[src/rtl/hdcpu_pkg.sv]
// Shared types and defaults for the HD-CPU vectored interrupt controller.
// Return-stack frames are sized for the widest supported PC; narrower PCs zero-extend.
package hdcpu_pkg;

  localparam int DEF_NCH        = 4;
  localparam int DEF_PCW        = 8;
  localparam int DEF_DEPTH      = 2;
  localparam int DEF_VEC_BASE   = 'hE0;
  localparam int DEF_VEC_STRIDE = 4;
  localparam int PCW_MAX        = 16;

  typedef enum logic [1:0] {
    IDLE = 2'd0,
    VEC  = 2'd1,
    RET  = 2'd2
  } intc_state_t;

  typedef struct packed {
    logic [PCW_MAX-1:0] pc;
    logic [2:0]         ch;
    logic               ie;
  } intc_frame_t;

  // Vector address for a channel before truncation to the PC width.
  function automatic logic [PCW_MAX-1:0] vec_addr(input int base, input int stride,
                                                  input logic [2:0] ch);
    return PCW_MAX'(base + stride * int'(ch));
  endfunction

endpackage

[src/rtl/hdcpu_intc_if.sv]
// Controller <-> interrupt controller signal bundle.
// The controller side is the master; the interrupt controller is the slave.
interface hdcpu_intc_if import hdcpu_pkg::*; #(
  parameter int NCH = DEF_NCH,
  parameter int PCW = DEF_PCW
);
  logic [NCH-1:0] IRQ;
  logic           MASK_WE;
  logic [NCH-1:0] MASK_D;
  logic           EI_SET;
  logic           EI_CLR;
  logic           INT_ACK;
  logic [PCW-1:0] PC_IN;
  logic           IRET;

  logic           INT_REQ;
  logic           VEC_VALID;
  logic [PCW-1:0] VECTOR;
  logic [2:0]     INT_CH;
  logic           RET_VALID;
  logic [PCW-1:0] RET_PC;
  logic           IE;
  logic [2:0]     ACTIVE;
  logic           ERR;

  modport master (
    output IRQ, MASK_WE, MASK_D, EI_SET, EI_CLR, INT_ACK, PC_IN, IRET,
    input  INT_REQ, VEC_VALID, VECTOR, INT_CH, RET_VALID, RET_PC, IE, ACTIVE, ERR
  );

  modport slave (
    input  IRQ, MASK_WE, MASK_D, EI_SET, EI_CLR, INT_ACK, PC_IN, IRET,
    output INT_REQ, VEC_VALID, VECTOR, INT_CH, RET_VALID, RET_PC, IE, ACTIVE, ERR
  );

endinterface

[src/rtl/hdcpu_intc_prio.sv]
// Lowest-index-wins priority encoder over up to 8 request lines; purely combinational.
module hdcpu_intc_prio #(
  parameter int N = 4
) (
  input  logic [N-1:0] req,
  output logic         found,
  output logic [2:0]   idx
);

  always_comb begin
    found = 1'b0;
    idx   = 3'd0;
    // Scan downwards so the lowest set index is the last one written.
    for (int i = N - 1; i >= 0; i--) begin
      if (req[i]) begin
        found = 1'b1;
        idx   = 3'(i);
      end
    end
  end

endmodule

[src/rtl/hdcpu_intc.sv]
// Vectored, nestable interrupt controller with a hardware return stack of {PC, channel, IE}.
// All state advances on the falling edge of T3; CLR clears everything asynchronously.
module hdcpu_intc import hdcpu_pkg::*; #(
  parameter int             NCH        = DEF_NCH,
  parameter int             PCW        = DEF_PCW,
  parameter int             DEPTH      = DEF_DEPTH,
  parameter logic [PCW-1:0] VEC_BASE   = PCW'(DEF_VEC_BASE),
  parameter int             VEC_STRIDE = DEF_VEC_STRIDE
) (
  input  logic       T3,
  input  logic       CLR,
  hdcpu_intc_if.slave bus
);

  logic [NCH-1:0] irq_q, pend_q, mask_q, pend_d;
  logic           ie_q, ie_d, err_q;
  intc_state_t    state_q;
  intc_frame_t    stack_q [DEPTH];
  logic [2:0]     active_q;
  logic [PCW-1:0] vector_q, ret_pc_q;
  logic [2:0]     int_ch_q;
  logic           vec_valid_q, ret_valid_q;

  logic           cand_found;
  logic [2:0]     cand_idx;
  intc_frame_t    top_frame;
  logic [3:0]     cur_ch;
  logic           idle, int_req, ack_ok, iret_ok, proto_err;

  hdcpu_intc_prio #(.N(NCH)) u_prio (
    .req   (pend_q & mask_q),
    .found (cand_found),
    .idx   (cand_idx)
  );

  always_comb begin
    top_frame = '0;
    for (int i = 0; i < DEPTH; i++) begin
      if (active_q == 3'(i + 1)) top_frame = stack_q[i];
    end
  end

  // With nothing in service every channel outranks the virtual channel NCH.
  assign cur_ch  = (active_q == 3'd0) ? 4'(NCH) : {1'b0, top_frame.ch};
  assign idle    = (state_q == IDLE);
  assign int_req = idle & ie_q & cand_found & ({1'b0, cand_idx} < cur_ch)
                 & (active_q < 3'(DEPTH));

  assign ack_ok    = idle & bus.INT_ACK & ~bus.IRET & int_req;
  assign iret_ok   = idle & bus.IRET & (active_q != 3'd0);
  assign proto_err = (~idle & (bus.INT_ACK | bus.IRET))
                   | (bus.INT_ACK & ~int_req)
                   | (bus.IRET & (active_q == 3'd0))
                   | (bus.INT_ACK & bus.IRET);

  // A fresh IRQ edge re-arms a channel even in the cycle it is acknowledged.
  always_comb begin
    pend_d = pend_q;
    if (ack_ok) pend_d = pend_d & ~(NCH'(1) << cand_idx);
    pend_d = pend_d | (bus.IRQ & ~irq_q);
  end

  always_comb begin
    ie_d = ie_q;
    if (ack_ok)          ie_d = 1'b0;
    else if (iret_ok)    ie_d = top_frame.ie;
    else if (bus.EI_CLR) ie_d = 1'b0;
    else if (bus.EI_SET) ie_d = 1'b1;
  end

  always_ff @(negedge T3 or negedge CLR) begin
    if (!CLR) begin
      irq_q       <= '0;
      pend_q      <= '0;
      mask_q      <= '1;
      ie_q        <= 1'b1;
      err_q       <= 1'b0;
      state_q     <= IDLE;
      active_q    <= 3'd0;
      vector_q    <= '0;
      int_ch_q    <= 3'd0;
      ret_pc_q    <= '0;
      vec_valid_q <= 1'b0;
      ret_valid_q <= 1'b0;
      for (int i = 0; i < DEPTH; i++) stack_q[i] <= '0;
    end else begin
      irq_q       <= bus.IRQ;
      pend_q      <= pend_d;
      ie_q        <= ie_d;
      err_q       <= err_q | proto_err;
      vec_valid_q <= 1'b0;
      ret_valid_q <= 1'b0;
      if (bus.MASK_WE) mask_q <= bus.MASK_D;
      case (state_q)
        IDLE: begin
          if (iret_ok) begin
            active_q    <= active_q - 3'd1;
            ret_pc_q    <= PCW'(top_frame.pc);
            ret_valid_q <= 1'b1;
            state_q     <= RET;
          end else if (ack_ok) begin
            for (int i = 0; i < DEPTH; i++) begin
              if (active_q == 3'(i))
                stack_q[i] <= '{pc: PCW_MAX'(bus.PC_IN), ch: cand_idx, ie: ie_q};
            end
            active_q    <= active_q + 3'd1;
            vector_q    <= PCW'(vec_addr(int'(VEC_BASE), VEC_STRIDE, cand_idx));
            int_ch_q    <= cand_idx;
            vec_valid_q <= 1'b1;
            state_q     <= VEC;
          end
        end
        default: state_q <= IDLE;
      endcase
    end
  end

  assign bus.INT_REQ   = int_req;
  assign bus.VEC_VALID = vec_valid_q;
  assign bus.VECTOR    = vector_q;
  assign bus.INT_CH    = int_ch_q;
  assign bus.RET_VALID = ret_valid_q;
  assign bus.RET_PC    = ret_pc_q;
  assign bus.IE        = ie_q;
  assign bus.ACTIVE    = active_q;
  assign bus.ERR       = err_q;

endmodule

[src/flat_wrapper.sv]
// flat-port wrapper written by rule: the top's interface ports become plain ports
module hdcpu_intc_flat import hdcpu_pkg::*;
#(
  parameter int             NCH        = DEF_NCH,
  parameter int             PCW        = DEF_PCW,
  parameter int             DEPTH      = DEF_DEPTH,
  parameter logic [PCW-1:0] VEC_BASE   = PCW'(DEF_VEC_BASE),
  parameter int             VEC_STRIDE = DEF_VEC_STRIDE
)
  (T3, CLR, bus_IRQ, bus_MASK_WE, bus_MASK_D, bus_EI_SET, bus_EI_CLR, bus_INT_ACK, bus_PC_IN, bus_IRET, bus_INT_REQ, bus_VEC_VALID, bus_VECTOR, bus_INT_CH, bus_RET_VALID, bus_RET_PC, bus_IE, bus_ACTIVE, bus_ERR);
  hdcpu_intc_if #(.NCH(NCH), .PCW(PCW)) bus_i ();
  input  logic T3;
  input  logic CLR;
  input wire logic [$bits(bus_i.IRQ)-1:0] bus_IRQ;
  input wire logic [$bits(bus_i.MASK_WE)-1:0] bus_MASK_WE;
  input wire logic [$bits(bus_i.MASK_D)-1:0] bus_MASK_D;
  input wire logic [$bits(bus_i.EI_SET)-1:0] bus_EI_SET;
  input wire logic [$bits(bus_i.EI_CLR)-1:0] bus_EI_CLR;
  input wire logic [$bits(bus_i.INT_ACK)-1:0] bus_INT_ACK;
  input wire logic [$bits(bus_i.PC_IN)-1:0] bus_PC_IN;
  input wire logic [$bits(bus_i.IRET)-1:0] bus_IRET;
  output wire logic [$bits(bus_i.INT_REQ)-1:0] bus_INT_REQ;
  output wire logic [$bits(bus_i.VEC_VALID)-1:0] bus_VEC_VALID;
  output wire logic [$bits(bus_i.VECTOR)-1:0] bus_VECTOR;
  output wire logic [$bits(bus_i.INT_CH)-1:0] bus_INT_CH;
  output wire logic [$bits(bus_i.RET_VALID)-1:0] bus_RET_VALID;
  output wire logic [$bits(bus_i.RET_PC)-1:0] bus_RET_PC;
  output wire logic [$bits(bus_i.IE)-1:0] bus_IE;
  output wire logic [$bits(bus_i.ACTIVE)-1:0] bus_ACTIVE;
  output wire logic [$bits(bus_i.ERR)-1:0] bus_ERR;
  assign bus_i.IRQ = bus_IRQ;
  assign bus_i.MASK_WE = bus_MASK_WE;
  assign bus_i.MASK_D = bus_MASK_D;
  assign bus_i.EI_SET = bus_EI_SET;
  assign bus_i.EI_CLR = bus_EI_CLR;
  assign bus_i.INT_ACK = bus_INT_ACK;
  assign bus_i.PC_IN = bus_PC_IN;
  assign bus_i.IRET = bus_IRET;
  assign bus_INT_REQ = bus_i.INT_REQ;
  assign bus_VEC_VALID = bus_i.VEC_VALID;
  assign bus_VECTOR = bus_i.VECTOR;
  assign bus_INT_CH = bus_i.INT_CH;
  assign bus_RET_VALID = bus_i.RET_VALID;
  assign bus_RET_PC = bus_i.RET_PC;
  assign bus_IE = bus_i.IE;
  assign bus_ACTIVE = bus_i.ACTIVE;
  assign bus_ERR = bus_i.ERR;
  hdcpu_intc #(.NCH(NCH), .PCW(PCW), .DEPTH(DEPTH), .VEC_BASE(VEC_BASE), .VEC_STRIDE(VEC_STRIDE)) u_core (.T3(T3), .CLR(CLR), .bus(bus_i));
endmodule
[config.mk]
export PLATFORM = sky130hd
export DESIGN_NAME = hdcpu_intc_flat
export DESIGN_NICKNAME = d
export VERILOG_FILES = /design/src/rtl/hdcpu_pkg.sv /design/src/rtl/hdcpu_intc_if.sv /design/src/rtl/hdcpu_intc_prio.sv /design/src/rtl/hdcpu_intc.sv /design/src/flat_wrapper.sv
export SDC_FILE = /design/constraint.sdc
export NUM_CORES = 1
export LEC_CHECK = 0
export ABC_AREA = 1
export CORE_ASPECT_RATIO = 1.2
export CORE_UTILIZATION = 38
export CTS_CLUSTER_SIZE = 16
export DETAILED_ROUTE_END_ITERATION = 8
export GPL_TIMING_DRIVEN = 0
export MAX_ROUTING_LAYER = met4
export PLACE_DENSITY = 0.66
export REMOVE_ABC_BUFFERS = 1
export SKIP_LAST_GASP = 1
export SLEW_MARGIN = 20
export SYNTH_ARGS = -nofsm -noshare
export SYNTH_HDL_FRONTEND = slang
export SYNTH_SLANG_ARGS = --single-unit
[constraint.sdc]
create_clock -name T3 -period 2.6 [get_ports T3]
set_input_delay 0.26 -clock T3 [delete_from_list [all_inputs] [get_ports T3]]
set_output_delay 0.26 -clock T3 [all_outputs]
set_load 0.02 [all_outputs]
==> impl_metrics.py <==
metrics = {
    "outcome": {
        "status": "finished with violations",
        "violations": "negative setup slack",
    },
    "clock_network": {
        "cts_buffers": 5,
        "clock_sinks": 54,
        "clk_path_buf_depth": 2,
        "cts_tree": "yes",
        "cts.reportedPaths.clkPinSlew_ps": 60,
        "htree_levels": 2,
        "root_buffer": "clkbuf_8",
        "clk_latency_ps": 360,
        "ctsHoldBuffers": 0,
    },
    "sta": {
        "max_slew_margin_pct": 53.3,
        "maxSlewViolCount": 0,
        "final-hold-violation-count": 0,
        "tightestPinTransition_ps": 701,
        "rsz0062_at_grt": "true",
        "finalSetupViolCount": 4,
        "worst_slack_ps": -985,
        "fin_worst_skew_ps": 61.4,
        "whs_ps": 392,
        "tns_ps": -1120,
    },
    "placed_design": {
        "gp_congestion": 0.798,
        "dp_hpwl_um": 3910,
        "io_buffers": 45,
    },
    "floorplan": {
        "start_util_pct": 39.6,
        "fp.dieW_um": 79.1,
        "rows": 33,
        "dieArea_um2": 7480,
        "die_y_um": 94.6,
        "coreArea_um2": 6850,
        "top_level_ports": 50,
    },
    "detailed_routing": {
        "viasPerCell": 5.18,
        "drtIter0Drc": 225,
        "finalWirelength_um": 6860,
        "route.detailed.drc": 0,
        "wl_per_cell_um": 14.9,
        "first_pass_iters": 5,
        "antenna_violating_nets_post_route": 0,
        "vias": 2385,
    },
    "finish": {
        "layout.nets": 401,
        "drive_gt1_share_pct": 27.9,
        "area_delta_synth_final_pct": 32.1,
        "antenna_cells": 0,
        "n_fill_cell": 656,
    },
    "worst_setup_path": {
        "crit_type": "reg2out",
        "end_kind": "primary output",
        "path_max_fanout": 3,
        "start_kind": "flip-flop",
        "worstPathArrival_ps": 3320,
        "required_ps": 2340,
    },
    "global_route": {
        "grt_pass1_wl_um": 10900,
        "grt.overflow.total": 0,
        "track_usage_pct": 19.6,
        "first_global_vias": 2252,
        "grt_start_max_net_pins": 55,
        "antenna_found_initial": 0,
    },
    "min_path": {
        "hold_class": "reg2reg",
    },
    "synthesis": {
        "yosys_warnings": 0,
        "avgSynthCellArea_um2": 8.98,
        "seq_area_frac_synth_pct": 50.0,
        "syn-instance-count": 302,
        "synth_cell_types": 34,
        "yosys_register_bits": 54,
        "syn_area_um2": 2710,
    },
    "power_and_ir_drop": {
        "peakVddDrop_mv": 0.511,
        "p_leak_nw": 1.79,
        "power_density_nw_per_um2": 1100,
    },
    "run": {
        "drv_cap": 0,
    },
}
==> power by group <==
part | internal (W) | leakage [nW] | total [W] | switching [W]
Clock | 0.000356 | 0.0902 | 0.000647 | 0.000291
Combinational | 0.000805 | 1.04 | 0.00197 | 0.00117
Sequential | 0.00115 | 0.657 | 0.00132 | 0.000174
Total | 0.00231 | 1.79 | 0.00394 | 0.00163
==> layout make-up <==
cell class	count	area [um2]	area share, %
flip-flops and latches	54	1360	37.9
well taps	87	109	3.04
repair buffers	79	676	18.9
clock buffers	7	97.6	2.72
multi-input cells	199	1180	32.9
inverters	28	118	3.28
clock inverters	6	48.8	1.36
==> per-layer routing <==
metal / track usage [%] / routed length (um) / vias up
li1: - / - / 1126
met1: 24.2 / 2940 / 1142
met2: 31.8 / 3330 / 86
met3: 3.48 / 332 / 31
met4: 7.58 / 262 / 0
met5: - / 0 / -
==> kinds of logic after synthesis <==
family          after synthesis  share of synthesized area [%]
flops                        54                           50.0
simple gates                160                           28.1
mux                           3                           1.25
buf+inv                      53                           10.5
xor+xnor                      3                          0.969
compound gates               22                           6.18
fa+ha+maj                     6                           2.77
other cells                   1                          0.138
==> state kept, by name, indices dropped and copies added (netlist names) <==
signal / cells
u_core.bus.INT_CH: 1
u_core.pend_q: 4
u_core.state_q: 2
u_core.bus.VECTOR: 2
u_core.mask_q: 4
u_core.bus.RET_PC: 8
u_core.bus.RET_VALID: 1
u_core.bus.VEC_VALID: 1
u_core.bus.ERR: 1
u_core.bus.ACTIVE: 3
u_core.irq_q: 4
u_core.stack_q: 22
u_core.bus.IE: 1
==> per-stage QoR <==
step / std cells / setup WS (ps) / area (um2) / total power (W) / util, %
floorplan: 281 / -1260 / 2550 / 0.00234 / -
global placement: 413 / -2230 / 3110 / 0.00290 / 45.4
detailed placement: 414 / -2270 / 3130 / 0.00295 / 45.6
CTS: 448 / -983 / 3530 / 0.00383 / 51.5
global route: 460 / -1060 / 3580 / 0.00418 / 52.3
finish: 460 / -985 / 3580 / 0.00394 / 52.3
==> synthesized netlist by cell type (all sizes together) <==
library cell   n  share of area [%]
o21ai          7                1.3
clkinv         1               0.14
dfstp          5                4.8
a21oi          2               0.78
nand4         25                5.8
o31ai          1               0.28
clkbuf         2               0.28
ha             6                2.8
a31oi          1               0.78
mux2           3                1.2
nand2         88                 13
conb           1               0.14
dfrtn         49                 45
buf           22                6.0
nor3           1               0.18
nor2           5               0.88
or2            1               0.23
xnor2          2               0.65
nand3         39                7.7
o21a          10                2.8
xor2           1               0.32
a21boi         1               0.28
nor4           1               0.23
inv           28                4.1
==> cells in the final DEF, fill, tap and decap left out, types with 4 or more instances in the layout <==
cell type | Yosys | routed
buf_6 | 5 | 10
clkbuf_2 | 0 | 6
buf_4 | 9 | 27
clkdlybuf4s50_1 | 0 | 19
nand2_1 | 84 | 81
dfstp_2 | 5 | 5
o21a_1 | 10 | 10
nand4_1 | 25 | 25
nand3_1 | 36 | 34
buf_2 | 8 | 9
dfrtn_1 | 49 | 49
o21ai_0 | 6 | 6
clkbuf_8 | 0 | 5
inv_1 | 26 | 23
nand2_4 | 3 | 4
inv_2 | 1 | 6
conb_1 | 1 | 4
==> path summary, 6_finish.rpt <==
path	start	to	slack (ps)	cells past startpoint
worst max-delay path	u_core.bus.ACTIVE[1]	bus_INT_REQ	-980	11
worst min-delay path	u_core.irq_q[2]	u_core.pend_q[2]	390	3
worst max register to register	u_core.bus.ACTIVE[1]	u_core.stack_q[1]	220	15
worst min register to register	u_core.irq_q[2]	u_core.pend_q[2]	390	3
max in group asynchronous	CLR	u_core.mask_q[1]	920	1
min in group asynchronous	CLR	u_core.bus.RET_PC[0]	1180	1
==> worst max-delay path: stages (launching register included) <==
cell and delay, ps:
dfrtn_1 450, buf_6 120, ha_4 160, clkinvlp_4 110
nand3_2 90, nand2_2 60, nand2_2 80, ha_4 200
nand2_4 70, nand2_4 60, a21oi_4 160, buf_6 140
==> what timing repair did <==
item,4_1_cts,5_1_grt
setup endpoints to repair,68,28
setup buffers,20,14
cloned,2,0
gates resized for setup,103,24
pin swaps,9,8
Note: power is estimated with default switching activity, not from simulation.
